$ cat src/rtl/decode_stage_if.sv
// decode_stage_if: IF-side handshake, EX load-hazard sideband and decoded ID bundle of decode_stage.
interface decode_stage_if #(
    parameter int XLEN      = 32,
    parameter int PC_W      = 32,
    parameter int REG_IDX_W = 5
);
    logic                 if_valid;
    logic                 if_ready;
    logic [PC_W-1:0]      if_pc;
    logic [31:0]          if_instr;
    logic                 ex_load_valid;
    logic [REG_IDX_W-1:0] ex_load_rd;
    logic                 ex_ready;
    logic                 id_valid;
    logic [PC_W-1:0]      id_pc;
    logic [REG_IDX_W-1:0] id_rs1_idx;
    logic [REG_IDX_W-1:0] id_rs2_idx;
    logic [REG_IDX_W-1:0] id_rd_idx;
    logic                 id_rs1_en;
    logic                 id_rs2_en;
    logic                 id_rd_en;
    logic [XLEN-1:0]      id_imm;
    logic [2:0]           id_fmt;
    logic [2:0]           id_fun3;
    logic [6:0]           id_fun7;
    logic                 id_muldiv;
    logic                 id_illegal;

    modport slave (
        input  if_valid, if_pc, if_instr, ex_load_valid, ex_load_rd, ex_ready,
        output if_ready, id_valid, id_pc, id_rs1_idx, id_rs2_idx, id_rd_idx,
               id_rs1_en, id_rs2_en, id_rd_en, id_imm, id_fmt, id_fun3, id_fun7,
               id_muldiv, id_illegal
    );

    modport master (
        output if_valid, if_pc, if_instr, ex_load_valid, ex_load_rd, ex_ready,
        input  if_ready, id_valid, id_pc, id_rs1_idx, id_rs2_idx, id_rd_idx,
               id_rs1_en, id_rs2_en, id_rd_en, id_imm, id_fmt, id_fun3, id_fun7,
               id_muldiv, id_illegal
    );
endinterface

$ cat src/rtl/decode_stage.sv
// decode_stage: registered RV32I/RV64I decode stage with skid buffer, load-use stall and flush.
// Defining DEC_RV32M_EN makes OP with fun7=0000001 a legal M-extension operation.
module decode_stage #(
    parameter int XLEN      = 32,
    parameter int PC_W      = 32,
    parameter int REG_IDX_W = 5
) (
    input logic clk,
    input logic rst,
    input logic flush,
    decode_stage_if.slave bus
);
    typedef struct packed {
        logic [PC_W-1:0]      pc;
        logic [REG_IDX_W-1:0] rs1;
        logic [REG_IDX_W-1:0] rs2;
        logic [REG_IDX_W-1:0] rd;
        logic                 rs1_en;
        logic                 rs2_en;
        logic                 rd_en;
        logic [XLEN-1:0]      imm;
        logic [2:0]           fmt;
        logic [2:0]           fun3;
        logic [6:0]           fun7;
        logic                 muldiv;
        logic                 illegal;
    } bundle_t;

    bundle_t         dec, q;
    logic            id_valid;
    logic            skid_valid;
    logic [PC_W-1:0] skid_pc;
    logic [31:0]     skid_instr;
    logic [31:0]     instr;
    logic [31:0]     imm32;
    logic [6:0]      op;
    logic            muldiv, fun7_ok;
    logic            head_valid, hazard, load, if_xfer;

    always_comb begin
        instr      = skid_valid ? skid_instr : bus.if_instr;
        head_valid = skid_valid | bus.if_valid;
        op         = instr[6:0];
`ifdef DEC_RV32M_EN
        muldiv     = (op == 7'b0110011) && (instr[31:25] == 7'b0000001);
`else
        muldiv     = 1'b0;
`endif
        fun7_ok    = (instr[31:25] == 7'b0000000) || (instr[31:25] == 7'b0100000) || muldiv;
        dec        = '0;
        dec.pc     = skid_valid ? skid_pc : bus.if_pc;
        dec.rs1    = REG_IDX_W'(instr[19:15]);
        dec.rs2    = REG_IDX_W'(instr[24:20]);
        dec.rd     = REG_IDX_W'(instr[11:7]);
        dec.fun3   = instr[14:12];
        dec.fun7   = instr[31:25];
        dec.muldiv = muldiv;
        case (op)
            7'b0110011: begin dec.fmt = 3'd0; {dec.rs1_en, dec.rs2_en, dec.rd_en} = 3'b111; dec.illegal = ~fun7_ok; end
            7'b0010011, 7'b0000011, 7'b1100111: begin dec.fmt = 3'd1; {dec.rs1_en, dec.rs2_en, dec.rd_en} = 3'b101; end
            7'b0100011: begin dec.fmt = 3'd2; {dec.rs1_en, dec.rs2_en, dec.rd_en} = 3'b110; end
            7'b1100011: begin dec.fmt = 3'd3; {dec.rs1_en, dec.rs2_en, dec.rd_en} = 3'b110; end
            7'b0110111, 7'b0010111: begin dec.fmt = 3'd4; {dec.rs1_en, dec.rs2_en, dec.rd_en} = 3'b001; end
            7'b1101111: begin dec.fmt = 3'd5; {dec.rs1_en, dec.rs2_en, dec.rd_en} = 3'b001; end
            7'b0001111, 7'b1110011: dec.fmt = 3'd6;
            default: dec.illegal = 1'b1;
        endcase
        if (instr[1:0] != 2'b11)
            dec.illegal = 1'b1;
        imm32 = dec.fmt == 3'd1 ? {{20{instr[31]}}, instr[31:20]} :
                dec.fmt == 3'd2 ? {{20{instr[31]}}, instr[31:25], instr[11:7]} :
                dec.fmt == 3'd3 ? {{19{instr[31]}}, instr[31], instr[7], instr[30:25], instr[11:8], 1'b0} :
                dec.fmt == 3'd4 ? {instr[31:12], 12'b0} :
                dec.fmt == 3'd5 ? {{11{instr[31]}}, instr[31], instr[19:12], instr[20], instr[30:21], 1'b0} :
                32'd0;
        dec.imm   = XLEN'($signed(imm32));
        dec.rd_en = dec.rd_en & (instr[11:7] != 5'd0);
        // Illegal words still issue so EX can trap, but must not touch the register file.
        if (dec.illegal) begin
            dec.fmt    = 3'd7;
            dec.rs1_en = 1'b0;
            dec.rs2_en = 1'b0;
            dec.rd_en  = 1'b0;
            dec.imm    = '0;
            dec.muldiv = 1'b0;
        end
    end

    assign hazard = bus.ex_load_valid && (bus.ex_load_rd != '0) &&
                    ((dec.rs1_en && dec.rs1 == bus.ex_load_rd) || (dec.rs2_en && dec.rs2 == bus.ex_load_rd));
    assign load        = head_valid & ~hazard & (~id_valid | bus.ex_ready);
    assign bus.if_ready = ~skid_valid & ~rst;
    assign if_xfer     = bus.if_valid & bus.if_ready;

    always_ff @(posedge clk) begin
        if (rst) begin
            q          <= '0;
            id_valid   <= 1'b0;
            skid_valid <= 1'b0;
            skid_pc    <= '0;
            skid_instr <= '0;
        end else if (flush) begin
            id_valid   <= 1'b0;
            skid_valid <= 1'b0;
        end else begin
            if (load) begin
                q        <= dec;
                id_valid <= 1'b1;
            end else if (id_valid && bus.ex_ready) begin
                id_valid <= 1'b0;
            end
            if (load && skid_valid) begin
                skid_valid <= 1'b0;
            end else if (if_xfer && !load) begin
                skid_valid <= 1'b1;
                skid_pc    <= bus.if_pc;
                skid_instr <= bus.if_instr;
            end
        end
    end

    assign bus.id_valid   = id_valid;
    assign bus.id_pc      = q.pc;
    assign bus.id_rs1_idx = q.rs1;
    assign bus.id_rs2_idx = q.rs2;
    assign bus.id_rd_idx  = q.rd;
    assign bus.id_rs1_en  = q.rs1_en;
    assign bus.id_rs2_en  = q.rs2_en;
    assign bus.id_rd_en   = q.rd_en;
    assign bus.id_imm     = q.imm;
    assign bus.id_fmt     = q.fmt;
    assign bus.id_fun3    = q.fun3;
    assign bus.id_fun7    = q.fun7;
    assign bus.id_muldiv  = q.muldiv;
    assign bus.id_illegal = q.illegal;
endmodule

$ cat src/flat_wrapper.sv
// flat-port wrapper written by rule: the top's interface ports become plain ports
module decode_stage_flat 
#(
    parameter int XLEN      = 32,
    parameter int PC_W      = 32,
    parameter int REG_IDX_W = 5
)
  (clk, rst, flush, bus_if_valid, bus_if_pc, bus_if_instr, bus_ex_load_valid, bus_ex_load_rd, bus_ex_ready, bus_if_ready, bus_id_valid, bus_id_pc, bus_id_rs1_idx, bus_id_rs2_idx, bus_id_rd_idx, bus_id_rs1_en, bus_id_rs2_en, bus_id_rd_en, bus_id_imm, bus_id_fmt, bus_id_fun3, bus_id_fun7, bus_id_muldiv, bus_id_illegal);
  decode_stage_if #(.XLEN(XLEN), .PC_W(PC_W), .REG_IDX_W(REG_IDX_W)) bus_i ();
  input logic clk;
  input logic rst;
  input logic flush;
  input wire logic [$bits(bus_i.if_valid)-1:0] bus_if_valid;
  input wire logic [$bits(bus_i.if_pc)-1:0] bus_if_pc;
  input wire logic [$bits(bus_i.if_instr)-1:0] bus_if_instr;
  input wire logic [$bits(bus_i.ex_load_valid)-1:0] bus_ex_load_valid;
  input wire logic [$bits(bus_i.ex_load_rd)-1:0] bus_ex_load_rd;
  input wire logic [$bits(bus_i.ex_ready)-1:0] bus_ex_ready;
  output wire logic [$bits(bus_i.if_ready)-1:0] bus_if_ready;
  output wire logic [$bits(bus_i.id_valid)-1:0] bus_id_valid;
  output wire logic [$bits(bus_i.id_pc)-1:0] bus_id_pc;
  output wire logic [$bits(bus_i.id_rs1_idx)-1:0] bus_id_rs1_idx;
  output wire logic [$bits(bus_i.id_rs2_idx)-1:0] bus_id_rs2_idx;
  output wire logic [$bits(bus_i.id_rd_idx)-1:0] bus_id_rd_idx;
  output wire logic [$bits(bus_i.id_rs1_en)-1:0] bus_id_rs1_en;
  output wire logic [$bits(bus_i.id_rs2_en)-1:0] bus_id_rs2_en;
  output wire logic [$bits(bus_i.id_rd_en)-1:0] bus_id_rd_en;
  output wire logic [$bits(bus_i.id_imm)-1:0] bus_id_imm;
  output wire logic [$bits(bus_i.id_fmt)-1:0] bus_id_fmt;
  output wire logic [$bits(bus_i.id_fun3)-1:0] bus_id_fun3;
  output wire logic [$bits(bus_i.id_fun7)-1:0] bus_id_fun7;
  output wire logic [$bits(bus_i.id_muldiv)-1:0] bus_id_muldiv;
  output wire logic [$bits(bus_i.id_illegal)-1:0] bus_id_illegal;
  assign bus_i.if_valid = bus_if_valid;
  assign bus_i.if_pc = bus_if_pc;
  assign bus_i.if_instr = bus_if_instr;
  assign bus_i.ex_load_valid = bus_ex_load_valid;
  assign bus_i.ex_load_rd = bus_ex_load_rd;
  assign bus_i.ex_ready = bus_ex_ready;
  assign bus_if_ready = bus_i.if_ready;
  assign bus_id_valid = bus_i.id_valid;
  assign bus_id_pc = bus_i.id_pc;
  assign bus_id_rs1_idx = bus_i.id_rs1_idx;
  assign bus_id_rs2_idx = bus_i.id_rs2_idx;
  assign bus_id_rd_idx = bus_i.id_rd_idx;
  assign bus_id_rs1_en = bus_i.id_rs1_en;
  assign bus_id_rs2_en = bus_i.id_rs2_en;
  assign bus_id_rd_en = bus_i.id_rd_en;
  assign bus_id_imm = bus_i.id_imm;
  assign bus_id_fmt = bus_i.id_fmt;
  assign bus_id_fun3 = bus_i.id_fun3;
  assign bus_id_fun7 = bus_i.id_fun7;
  assign bus_id_muldiv = bus_i.id_muldiv;
  assign bus_id_illegal = bus_i.id_illegal;
  decode_stage #(.XLEN(XLEN), .PC_W(PC_W), .REG_IDX_W(REG_IDX_W)) u_core (.clk(clk), .rst(rst), .flush(flush), .bus(bus_i));
endmodule
$ cat config.mk
export PLATFORM = sky130hd
export DESIGN_NAME = decode_stage_flat
export DESIGN_NICKNAME = d
export VERILOG_FILES = /design/src/rtl/decode_stage_if.sv /design/src/rtl/decode_stage.sv /design/src/flat_wrapper.sv
export SDC_FILE = /design/constraint.sdc
export NUM_CORES = 1
export LEC_CHECK = 0
export ABC_AREA = 1
export CAP_MARGIN = 10
export CORE_AREA = 2 2 135 137
export DETAILED_ROUTE_END_ITERATION = 7
export DIE_AREA = 0 0 137 139
export MAX_ROUTING_LAYER = met4
export PLACE_DENSITY = 0.77
export SYNTH_ARGS = -nofsm -noshare
export SYNTH_HDL_FRONTEND = slang
export SYNTH_SLANG_ARGS = --single-unit
$ cat constraint.sdc
create_clock -name clk -period 2.2 [get_ports clk]
set_clock_uncertainty 0.2 [all_clocks]
set_input_delay 0.44 -clock clk [delete_from_list [all_inputs] [get_ports clk]]
set_output_delay 0.44 -clock clk [all_outputs]
set_load 0.01 [all_outputs]
==> flow_metrics.py <==
metrics = {
    "timing": {
        "final.setup.tns_ps": -82130,
        "fmax_mhz": 357,
        "final_min_period_over_clock_period_pct": 127,
        "grt_setup_unrepaired": "true",
        "tightestPinTransition_ps": 680,
        "maxSlewViolCount": 0,
        "fin_crit_ps": 2800,
        "setup_viol_count_final": 163,
        "maxSlewHeadroom_pct": 54.7,
        "timing.final.hold_violations": 0,
        "layout_setup_ws_ps": -604,
    },
    "finish": {
        "drive_gt1_share_pct": 16.2,
        "fillerInstances": 1468,
        "area_growth_pct": 47.1,
        "design_area_mm2": 0.0116,
        "mostFrequentLayoutCell": "nand2_1",
        "register_area_mm2": 0.00325,
        "multiInputGateArea_mm2": 0.00424,
        "most-common-layout-cells": "291 x nand2_1, 169 x clkdlybuf4s50_1, 161 x dfxtp_1",
        "fin_nets": 1407,
    },
    "detailed_routing": {
        "ant_nets_after_route": 0,
        "routedWlPerCell_um": 17.9,
        "drtIter0Drc": 890,
        "vias_per_cell": 5.62,
        "drt-pass1-iter-count": 5,
        "detail_route.drc_violations": 0,
        "route.final.wire_length_um": 28200,
        "dr_total_vias": 8859,
    },
    "critical_path": {
        "setup.worst_path.start_class": "flop",
        "critical_path_cell_count": 17,
        "ff_to_ff_setup_slack_ps": -600,
        "critical_path.n_buffers_inverters": 2,
        "critical_path_top_delay_cell": "dfxtp_4",
        "path_class": "flop to flop",
        "crit_path_max_incr_delay_ps": 450,
        "worst_reg2reg_path_length_in_cells": 17,
        "critical_path_arrival_ps": 2930,
        "critical_path.max_fanout": 11,
        "crit_required_ps": 2320,
        "cp_top_family": "simple AND/OR/NAND/NOR gates",
        "critPathMostFrequentCell": "nand2_1",
        "end_kind": "flop",
        "crit_chain": "buf_12 -> nand2_1 -> nand2_1 -> nand2_1 -> nor2_2 -> nand2_2 -> nand2_4 -> nor2_4 -> nand3_2 -> nand4_1 -> nand2_2 -> nand2_4 -> nand3_4 -> nand2_8 -> buf_16 -> o21bai_1 -> nor2_2",
    },
    "global_routing": {
        "wire_length_of_the_first_global_routing_pass_um": 38900,
        "vias_in_the_first_global_route": 7626,
        "grt_overall_usage_pct": 26.4,
        "grt_overflow_total": 0,
        "antenna_violations_before_repair": 1,
        "grt_max_degree": 160,
    },
    "synthesis": {
        "syn_nets": 1206,
        "fraction_of_the_yosys_area_taken_by_sequential_cells_pct": 41.0,
        "yosys_warnings": 0,
        "synthesis.area_mm2": 0.00791,
        "synthesized_instance_count": 1131,
        "netlist.area_leader.share_pct": 41.0,
        "synthDominantAreaCellType": "dfxtp_1",
        "synth.avg_cell_area_um2": 7.00,
        "synth_cell_type_count": 37,
        "postSynthRegisterBits": 162,
        "synth_area_leaders": "dfxtp_1 41%, nand2_1 15%, nand4_1 7.7%, a21oi_1 7.4%, nor2_1 7.1%",
    },
    "hold_path": {
        "timing.hold.worst.class": "input port to flop",
        "holdPathStages": 3,
    },
    "run_status": {
        "failing_checks": "setup timing",
        "run_status": "finished with violations",
    },
    "floorplan": {
        "die_height_um": 139,
        "fp.coreArea_mm2": 0.0177,
        "io_pins": 174,
        "initial_core_util_pct": 44.8,
        "dieWidth_um": 137,
        "design.die.area_mm2": 0.0190,
        "placementRows": 49,
    },
    "clock_tree": {
        "cts_buffers": 17,
        "max-clock-path-buffers": 2,
        "clkSinkCount": 162,
        "htree_levels": 4,
        "tritoncts": "done",
        "cts_root_buf": "clkbuf_16",
        "cts.hold.buffers_added": 0,
        "clock_insertion_delay_worst_skew_ps": 440,
        "cts.reportedPaths.clkPinSlew_ps": 70,
    },
    "flow_run": {
        "cap_violations": 0,
    },
    "placed_design": {
        "port-buffer-count": 172,
        "dp_hpwl_um": 16300,
        "preCtsSetupSlack_ps": -902,
        "placement.cell_area_mm2": 0.0102,
        "place_congestion": 0.952,
    },
    "pwr": {
        "leakage_power_nw": 4.67,
        "post_layout_power_mw": 7.43,
        "peakVddDrop_v": 0.000538,
        "p_per_area_mw_per_mm2": 638,
    },
}
tightest hold or removal path, delay by kind of cell:
family,cells,cell delay (ps)
AO/OA/AOI/OAI,1,90
buffers and inverters,1,140
AND/OR/NAND/NOR,1,80
power breakdown:
group          switching (mW)  internal (mW)  leakage [nW]
Clock                    1.34           1.70         0.279
Sequential             0.0662           3.04          1.32
Combinational           0.666          0.616          3.07
Total                    2.07           5.36          4.67
cells in the mapped netlist (all sizes together):
cell type / instances
a21boi: 1
a21oi: 119
a41oi: 6
and3: 1
buf: 44
clkbuf: 51
conb: 1
dfxtp: 162
inv: 46
nand2: 312
nand3: 16
nand4: 98
nor2: 152
nor3: 4
nor3b: 1
o21a: 1
o21ai: 30
o21bai: 64
o221ai: 1
o22ai: 1
or2: 11
xor2: 9
kinds of logic after synthesis:
kind of cell    count (synthesis)  share of synthesized area [%]
compound gates                223                           16.7
xor+xnor                        9                          0.996
buf+inv                       141                           8.81
flops                         162                           41.0
other cells                     1                         0.0474
simple gates                  595                           32.5
per-layer routing:
metal,wire length (µm),share of wire [%],vias up,track usage [%]
li1,-,-,4164,-
met1,11000,39,4121,32.4
met2,13000,46,469,41.2
met3,2720,9.7,105,7.35
met4,1390,4.9,0,9.71
met5,0,0,-,-
stage by stage:
stage	cells	util [%]	hold slack [ps]
floorplan	1131	-	247
global placement	1513	57.5	252
detailed placement	1513	57.5	257
CTS	1550	62.2	267
global route	1575	65.9	187
finish	1575	65.9	147
repair_timing:
| item | in CTS | in global routing |
|---|---|---|
| buffers inserted | 1 | 5 |
| resized for setup | 31 | 63 |
| cloned | 4 | 19 |
| endpoints found under the setup margin | 163 | 163 |
| pin swaps | 7 | 13 |
worst paths after layout:
kind / start / to
hold reg to reg: u_core.bus.id_pc[10]$_SDFFE_PP0P_ / u_core.bus.id_pc[10]$_SDFFE_PP0P_
setup / recovery: u_core.skid_valid$_SDFFE_PP0P_ / u_core.skid_instr[15]$_SDFFE_PP0P_
hold / removal: bus_if_instr[3] / u_core.skid_instr[3]$_SDFFE_PP0P_
setup reg to reg: u_core.skid_valid$_SDFFE_PP0P_ / u_core.skid_instr[15]$_SDFFE_PP0P_
flip-flops by register name (all words and copies together), names as in the netlist, 5 cells and up:
name	cells
u_core.bus.id_imm	32
u_core.bus.id_pc	32
u_core.bus.id_rd_idx	5
u_core.bus.id_rs2_idx	5
u_core.skid_pc	32
u_core.bus.id_rs1_idx	5
u_core.bus.id_fun7	7
u_core.skid_instr	32
final cells by class:
type	instances	share of cell area, %
Clock inverter	15	1.47
Tap cell	229	2.46
Sequential cell	162	27.9
Timing Repair Buffer	275	26.3
Inverter	46	1.69
Timing Repair inverter	1	0.0753
Antenna cell	1	0.0215
Multi-Input combinational cell	829	36.4
Clock buffer	17	3.66
(Power assumes the default switching activity.)
